### config.mk
export PLATFORM = sky130hd
export DESIGN_NAME = partial_product_shifter
export DESIGN_NICKNAME = d
export VERILOG_FILES = /design/src/rtl/partial_product_shifter.sv
export SDC_FILE = /design/constraint.sdc
export NUM_CORES = 1
export LEC_CHECK = 0
export ABC_AREA = 1
export CORE_ASPECT_RATIO = 1.5
export CORE_MARGIN = 1.5
export CORE_UTILIZATION = 47
export CTS_CLUSTER_SIZE = 8
export DETAILED_ROUTE_END_ITERATION = 8
export GPL_TIMING_DRIVEN = 0
export PLACE_DENSITY = 0.83
export SYNTH_ARGS = -nofsm -noshare
export SYNTH_HDL_FRONTEND = slang
export SYNTH_SLANG_ARGS = --single-unit
### constraint.sdc
create_clock -name clk -period 3.05 [get_ports clk]
set_clock_uncertainty 0.05 [all_clocks]
set_input_delay 0.61 -clock clk [delete_from_list [all_inputs] [get_ports clk]]
set_output_delay 0.61 -clock clk [all_outputs]
set_load 0.01 [all_outputs]
### src/rtl/partial_product_shifter.sv
// Chunk-granular shifter: loads operand, shifts CHUNK bits per cycle, result valid in_amt+1 cycles after accept.
// Holds result in DONE until out_ready; PPS_SHIFT_RIGHT_EN enables in_dir right shifts, else left only.
module partial_product_shifter #(
    parameter int IN_W  = 48,
    parameter int OUT_W = 64,
    parameter int CHUNK = 16,
    parameter int AMT_W = 2
) (
    input  logic             clk,
    input  logic             rst_n,
    input  logic             in_valid,
    output logic             in_ready,
    input  logic [IN_W-1:0]  in_data,
    input  logic [AMT_W-1:0] in_amt,
    input  logic             in_dir,
    output logic             out_valid,
    input  logic             out_ready,
    output logic [OUT_W-1:0] out_data,
    output logic             busy
);

    localparam logic [1:0] IDLE  = 2'd0;
    localparam logic [1:0] SHIFT = 2'd1;
    localparam logic [1:0] DONE  = 2'd2;

    logic [1:0]       state;
    logic [OUT_W-1:0] acc;
    logic [OUT_W-1:0] acc_next;
    logic [OUT_W-1:0] in_ext;
    logic [AMT_W-1:0] cnt;
    logic             accept;

    always_comb begin
        in_ext             = '0;
        in_ext[IN_W-1:0]   = in_data;
    end

    assign in_ready  = (state == IDLE) || (state == DONE && out_ready);
    assign accept    = in_valid && in_ready;
    assign out_valid = (state == DONE);
    assign out_data  = acc;
    assign busy      = (state != IDLE);

`ifdef PPS_SHIFT_RIGHT_EN
    logic dir;

    always_comb begin
        acc_next = dir ? (acc >> CHUNK) : (acc << CHUNK);
    end

    always_ff @(posedge clk or negedge rst_n) begin
        if (!rst_n)
            dir <= 1'b0;
        else if (accept)
            dir <= in_dir;
    end
`else
    logic unused_dir;
    assign unused_dir = in_dir;

    always_comb begin
        acc_next = acc << CHUNK;
    end
`endif

    // A zero-count request skips SHIFT and is presented the cycle after accept.
    always_ff @(posedge clk or negedge rst_n) begin
        if (!rst_n) begin
            state <= IDLE;
            acc   <= '0;
            cnt   <= '0;
        end else if (accept) begin
            acc   <= in_ext;
            cnt   <= in_amt;
            state <= (in_amt == '0) ? DONE : SHIFT;
        end else if (state == SHIFT) begin
            acc <= acc_next;
            cnt <= cnt - 1'b1;
            if (cnt == AMT_W'(1))
                state <= DONE;
        end else if (state == DONE) begin
            if (out_ready)
                state <= IDLE;
        end else if (state != IDLE) begin
            state <= IDLE;
        end
    end

endmodule

# Yosys cells after proc, flatten, opt, wreduce, memory -nomap -nowiden
# Cells that the tools add are included.
# classes
n_addsub,1
mul,0
n_div,0
n_lt_le_gt_ge,0
n_eq_ne,5
shift,0
n_mux,11
bitwise_logic,0
reduce_logical,9
# op_table
operator,count
$mux 64,2
$mux 2,9
$eq 2x1->1 const B,2
$logic_not 2->1,2
$ne 4x1->1 const B,1
$reduce_bool 2->1,2
$reduce_bool 4->1,1
$ne 3x2->1 const B,1
$reduce_and 3->1,1
$eq 2x2->1 const B,1
$logic_and 1x1->1,2
$sub 2x1->2 const B,1
$logic_or 1x1->1,1
# totals
ff_bits,68
latch_bits,0
ramBits,0
rom_bits,0
out_inout_bits,67
elab_cells,29
n_memories,0

# Longest topological paths before layout
# Gate-level depths: netlist (run 1).
# depth
ltp_word,6
mapped_depth,8

# Worst setup path after synthesis (run 1)
# OpenSTA, ideal clock, no wires.
# synth_path
path_type,input-to-output
from,in out_ready
to,out in_ready
arrival_time_ns,0.873
slack_ns,1.517
stages,4
path_cell_list,inv_1 nand2_2 nand2_1 inv_1
# synth_via
elab_chain_len,2
# synth_rtl
element,line_no,text
"start, declared",17,"input logic out_ready,"
$logic_and 1x1->1,38,assign in_ready = (state == IDLE) || (state == DONE && out_ready);
$logic_or 1x1->1,38,
"end, declared",12,"output logic in_ready,"
# No other way between the ends.

# Worst setup path after layout (run 1)
# Ends and elaborated chain as after synthesis.

==> results of run 1 <==
worst max path at each step:
| stage | end | start | cells past startpoint |
|---|---|---|---|
| after global placement | out_data[2] | rst_n | 1 |
| final | in_ready | out_ready | 6 |
| after CTS | in_ready | out_ready | 6 |
| after global routing | in_ready | out_ready | 6 |
| after floorplan | in_ready | out_ready | 4 |
| after detailed placement | in_ready | out_ready | 6 |
synthesized netlist by cell type:
library cell    n  area [sq um]
clkbuf_2        1          5.00
nand3_1        26           130
o21ai_1         7          35.0
buf_4           4          30.0
inv_1          41           154
buf_2           8          40.0
nand3_4         1          17.5
ha_1            1          12.5
inv_2           3          11.3
dfrtp_1        68          1700
nand4_1         2          12.5
o21ai_0        29           145
nor2_1          5          18.8
o22ai_1         1          6.26
inv_4           1          6.26
nand2_1       183           687
buf_6           5          56.3
nand2_2         2          12.5
nand2_4         1          11.3
power breakdown:
group | internal (mW) | total [mW] | switching, mW | leakage, nW
Sequential | 1.34 | 1.65 | 0.312 | 0.846
Clock | 0.372 | 0.716 | 0.344 | 0.0910
Combinational | 1.22 | 2.49 | 1.27 | 1.35
Total | 2.93 | 4.86 | 1.93 | 2.28
cell type report:
cell class	instances	share of cell area, %
Clock inverter	7	1.48
Clock buffer	9	2.71
Multi-Input combinational cell	258	23.8
Sequential cell	68	37.2
Inverter	45	3.74
Buffer	18	2.87
Tap cell	76	2.08
Timing Repair Buffer	120	26.2
logic make-up after synthesis:
family	synth area share, %
compound gates	6.03
fa+ha+maj	0.404
buf+inv	9.79
flops	55.0
simple gates	28.8
state kept, by name, indices dropped and copies added, names as in the netlist:
signal / flops
cnt: 2
out_data: 64
state: 2
per-stage QoR:
step           instances  TNS (ns)  hold WS (ns)
4_1_cts              601         0         0.356
5_1_grt              601         0         0.382
3_3_place_gp         585    -58.61         0.402
3_5_place_dp         585         0         0.407
2_1_floorplan        389         0         0.264
6_report             601         0         0.315
per-layer routing:
layer | track usage [%] | wire length, um
met5 | 0 | 0
met4 | 13.3 | 353
met3 | 4.73 | 345
met2 | 42.5 | 4360
met1 | 26.7 | 3210
layout by cell type (no fill, tap or decap):
cell type,Yosys,routed
o21ai_1,7,7
clkbuf_2,1,1
nand2_1,183,183
nor2_1,5,5
inv_4,1,1
nand3_1,26,26
inv_1,41,41
nand4_1,2,2
ha_1,1,1
clkinv_2,0,3
dfrtp_1,68,68
buf_2,8,8
o21ai_0,29,29
clkdlybuf4s50_1,0,119
o22ai_1,1,1
bufinv_16,0,1
buf_4,4,5
inv_2,3,3
nand2_2,2,2
buf_6,5,5
clkinvlp_4,0,3
nand2_4,1,1
nand3_4,1,1
clkbuf_8,0,9
worst max-delay path, delay by kind of cell:
kind | cells | cell delay, ns
buffers and inverters | 4 | 1.10
AND/OR/NAND/NOR | 2 | 0.16
==> flow_summary.ini, run 1 <==
[worst_setup_path]
cp_slowest_cell = clkdlybuf4s50_1
worst_r2r_endpoint = out_data[26]
critPathMaxFanout = 4
timing.rr.start = state[0]
r2r_cells = 7
required_ns = 2.39
end_kind = primary output
start_kind = input pin
crit_chain = clkdlybuf4s50_1 > inv_1 > nand2_2 > nand2_1 > inv_1 > clkdlybuf4s50_1
slowest_delay_ns = 0.53
worstPathArrival_ns = 1.87
r2r_slack_ns = 1.64
criticalPathCategory = input pin to primary output

[detailed_routing]
vias = 2911
drt_pass1_iterations = 4
ant_nets = 0
totalWireLength_um = 8270
via_per_inst = 4.84
wire_per_inst_um = 13.8
drc = 0
drtIter0Drc = 194

[clock_tree]
cts.hold.buffers_added = 0
cts_tree = done
numCtsBuffers = 9
cts_sinks = 68
root_buffer = clkbuf_8
insertion_delay_ns = 0.34
cts_buffer_depth = 2
postCtsSetupRepairBufs = 0
cts.repair.resized = 0
clkTransAtPathRegs_ns = 0.07
cts.htree.levels = 3

[pwr]
p_total_mw = 4.86
ir_drop_mv = 0.557
p_leak_nw = 2.28
power_density_mw_per_mm2 = 1060

[layout]
nets = 576
multi_input_area_sq_mm = 0.00109
nFillCells = 504
drive_gt1_share_pct = 8.19
seq_area_sq_mm = 0.00170
diodes = 0
area_growth_pct = 48.0
final_util_pct = 71.1
fin_area_sq_mm = 0.00458

[global_routing]
grt_use_total_pct = 23.8
grt_max_degree = 69
grt_pass1_vias = 2883
antenna_found_initial = 0
grt_pass1_wl_um = 13400
overflow = 0

[status]
status = finished clean

[floorplanning]
start_util_pct = 48.0
core_sq_mm = 0.00644
die_area_sq_mm = 0.00709
rows = 36
ioPinCount = 122
die_h_um = 102
die_w_um = 69.2

[synth]
netlist-cell-type-count = 19
syn_nets = 445
yosysWarnings = 0
ys_ff_latch = 68
synth_area_sq_mm = 0.00309
yosysSeqAreaShare_pct = 55.0
syn_avg_cell_area_sq_um = 7.95
postSynthCellCount = 389

[flow_run]
maxCapViolCount = 0

[placed_design]
place_area_sq_mm = 0.00439
gp_congestion = 0.851
preCtsSetupSlack_ns = 0.528
dp.final_hpwl_um = 6200
portBuffers = 120

[sta]
fmax_mhz = 396
rsz0062_at_grt = no
fin_crit_ns = 2.53
slew_headroom_pct = 44.0
drv_slew = 0
setup_viol = 0
worst_pin_slew_ns = 0.840
finalWorstSetupSlack_ns = 0.523
hold_viol_final = 0
fin_crit_sh_pct = 82.8

[hold_path]
hp-class = input pin to asynchronous set/reset pin
Note: power is estimated with default switching activity, not from simulation.
==> inputs of run 2 (changes only) <==
Settings changed: CORE_UTILIZATION 47 to 39, PLACE_DENSITY 0.83 to 0.73.
Clock period 3.05 ns to 2.3 ns, I/O delays scaled along.
==> run 2 against run 1 <==
Highest routed layer unchanged; core utilization decreased by 9.8 points; count of clock-buffer cells in the layout increased by 3; worst hold slack got worse by 0.13 ns; die area increased by 20%; flip-flop and latch count unchanged.
==> flow_summary.ini, run 2 (same netlist as run 1, synthesis figures left out) <==
[worst_setup_path]
crit_chain = nor2_1 > clkdlybuf4s50_1
required_ns = 1.79
criticalPathCategory = register to primary output
end_kind = primary output
critPathMaxFanout = 4
cp-startpoint = state[0]
start_kind = register
slowest_delay_ns = 0.59
worstPathArrival_ns = 1.50
crit_buf_inv = 1
timing.rr.start = state[0]
critPathTopFamily = buffers and inverters
cp_slowest_cell = clkdlybuf4s50_1

[sta]
hold_viol_final = 0
fin_crit_ns = 2.01
setup_viol = 0
worst_pin_slew_ns = 0.843
fin_crit_sh_pct = 87.3
slew_headroom_pct = 43.8
rsz0062_at_grt = no
hold_ws_ns = 0.189
drv_slew = 0
fmax_mhz = 498

[layout]
final_common_cell = nand2_1
mostFrequentLayoutCells = 183 x nand2_1, 118 x clkdlybuf4s50_1, 68 x dfrtp_1, 41 x inv_1, 29 x o21ai_0
final_util_pct = 61.3
nets = 576
largest_reg_flops = 64
drive_gt1_share_pct = 7.84
fin_cells = 625
area_growth_pct = 51.9
diodes = 0

[clock_tree]
cts.hold.buffers_added = 0
cts.htree.levels = 3
cts_tree = done
root_buffer = clkbuf_16
cts_buffer_depth = 2
clkTransAtPathRegs_ns = 0.05
postCtsSetupRepairBufs = 0
numCtsBuffers = 9
insertion_delay_ns = 0.32
cts.repair.resized = 0
cts_sinks = 68

[floorplanning]
core_sq_mm = 0.00766
die_h_um = 112
die_area_sq_mm = 0.00848
rows = 39
ioPinCount = 122
start_util_pct = 40.4
die_w_um = 75.7

[detailed_routing]
vias = 2909
totalWireLength_um = 8460
ant_nets = 0
via_per_inst = 4.65
drt_pass1_iterations = 4
drtIter0Drc = 189
drc = 0
wire_per_inst_um = 13.5

[placed_design]
gp_congestion = 0.827
dp_cells = 611
portBuffers = 120
dp.final_hpwl_um = 6360

[pwr]
power_density_mw_per_mm2 = 1440
p_leak_nw = 2.34
ir_drop_mv = 0.877

[global_routing]
grt_pass1_vias = 2775
overflow = 0
grt_max_degree = 69
grt_use_total_pct = 21.2
antenna_found_initial = 0
grt_pass1_wl_um = 13500

[status]
status = finished clean

[flow_run]
maxCapViolCount = 0

[hold_path]
hp-class = input pin to asynchronous set/reset pin
run 2: final timing paths:
kind / endpoint / slack, ns / cells past startpoint
worst max-delay path: out_valid / 0.29 / 2
worst min-delay path: out_data[59] / 0.19 / 1
worst max register to register: out_data[23] / 0.90 / 7
worst min register to register: out_data[49] / 0.42 / 2
max in group asynchronous: out_data[21] / 1.46 / 1
min in group clk: out_data[49] / 0.42 / 2
run 2: cell type report:
| class | count | area (sq um) |
|---|---|---|
| Buffer | 18 | 131 |
| Clock buffer | 12 | 267 |
| Clock inverter | 2 | 10.0 |
| Fill cell | 702 | 2960 |
| Inverter | 45 | 171 |
| Multi-Input combinational cell | 258 | 1090 |
| Sequential cell | 68 | 1700 |
| Tap cell | 102 | 128 |
| Timing Repair Buffer | 120 | 1200 |
run 2: power breakdown:
group	leakage, nW	internal (mW)	switching [mW]
combinational	1.35	1.62	1.69
clock	0.140	0.801	0.467
sequential	0.846	1.78	0.405
run 2: layer usage:
metal / global-route usage [%] / wire length (um) / up-vias
li1: - / - / 1455
met1: 25.1 / 3300 / 1360
met2: 36.1 / 4630 / 78
met3: 3.41 / 334 / 16
met4: 10.5 / 208 / 0
met5: 0 / 0 / -
run 2: per-stage QoR:
step,worst slack (ns),cell area (sq um),TNS (ns),power [mW]
6_report,0.292,4700,0,6.76
5_1_grt,0.214,4700,0,7.24
4_1_cts,0.0458,4700,0,6.82
3_5_place_dp,0.0465,4420,0,5.51
3_3_place_gp,-1.49,4420,-101.23,5.45
2_1_floorplan,1.04,3090,0,3.81
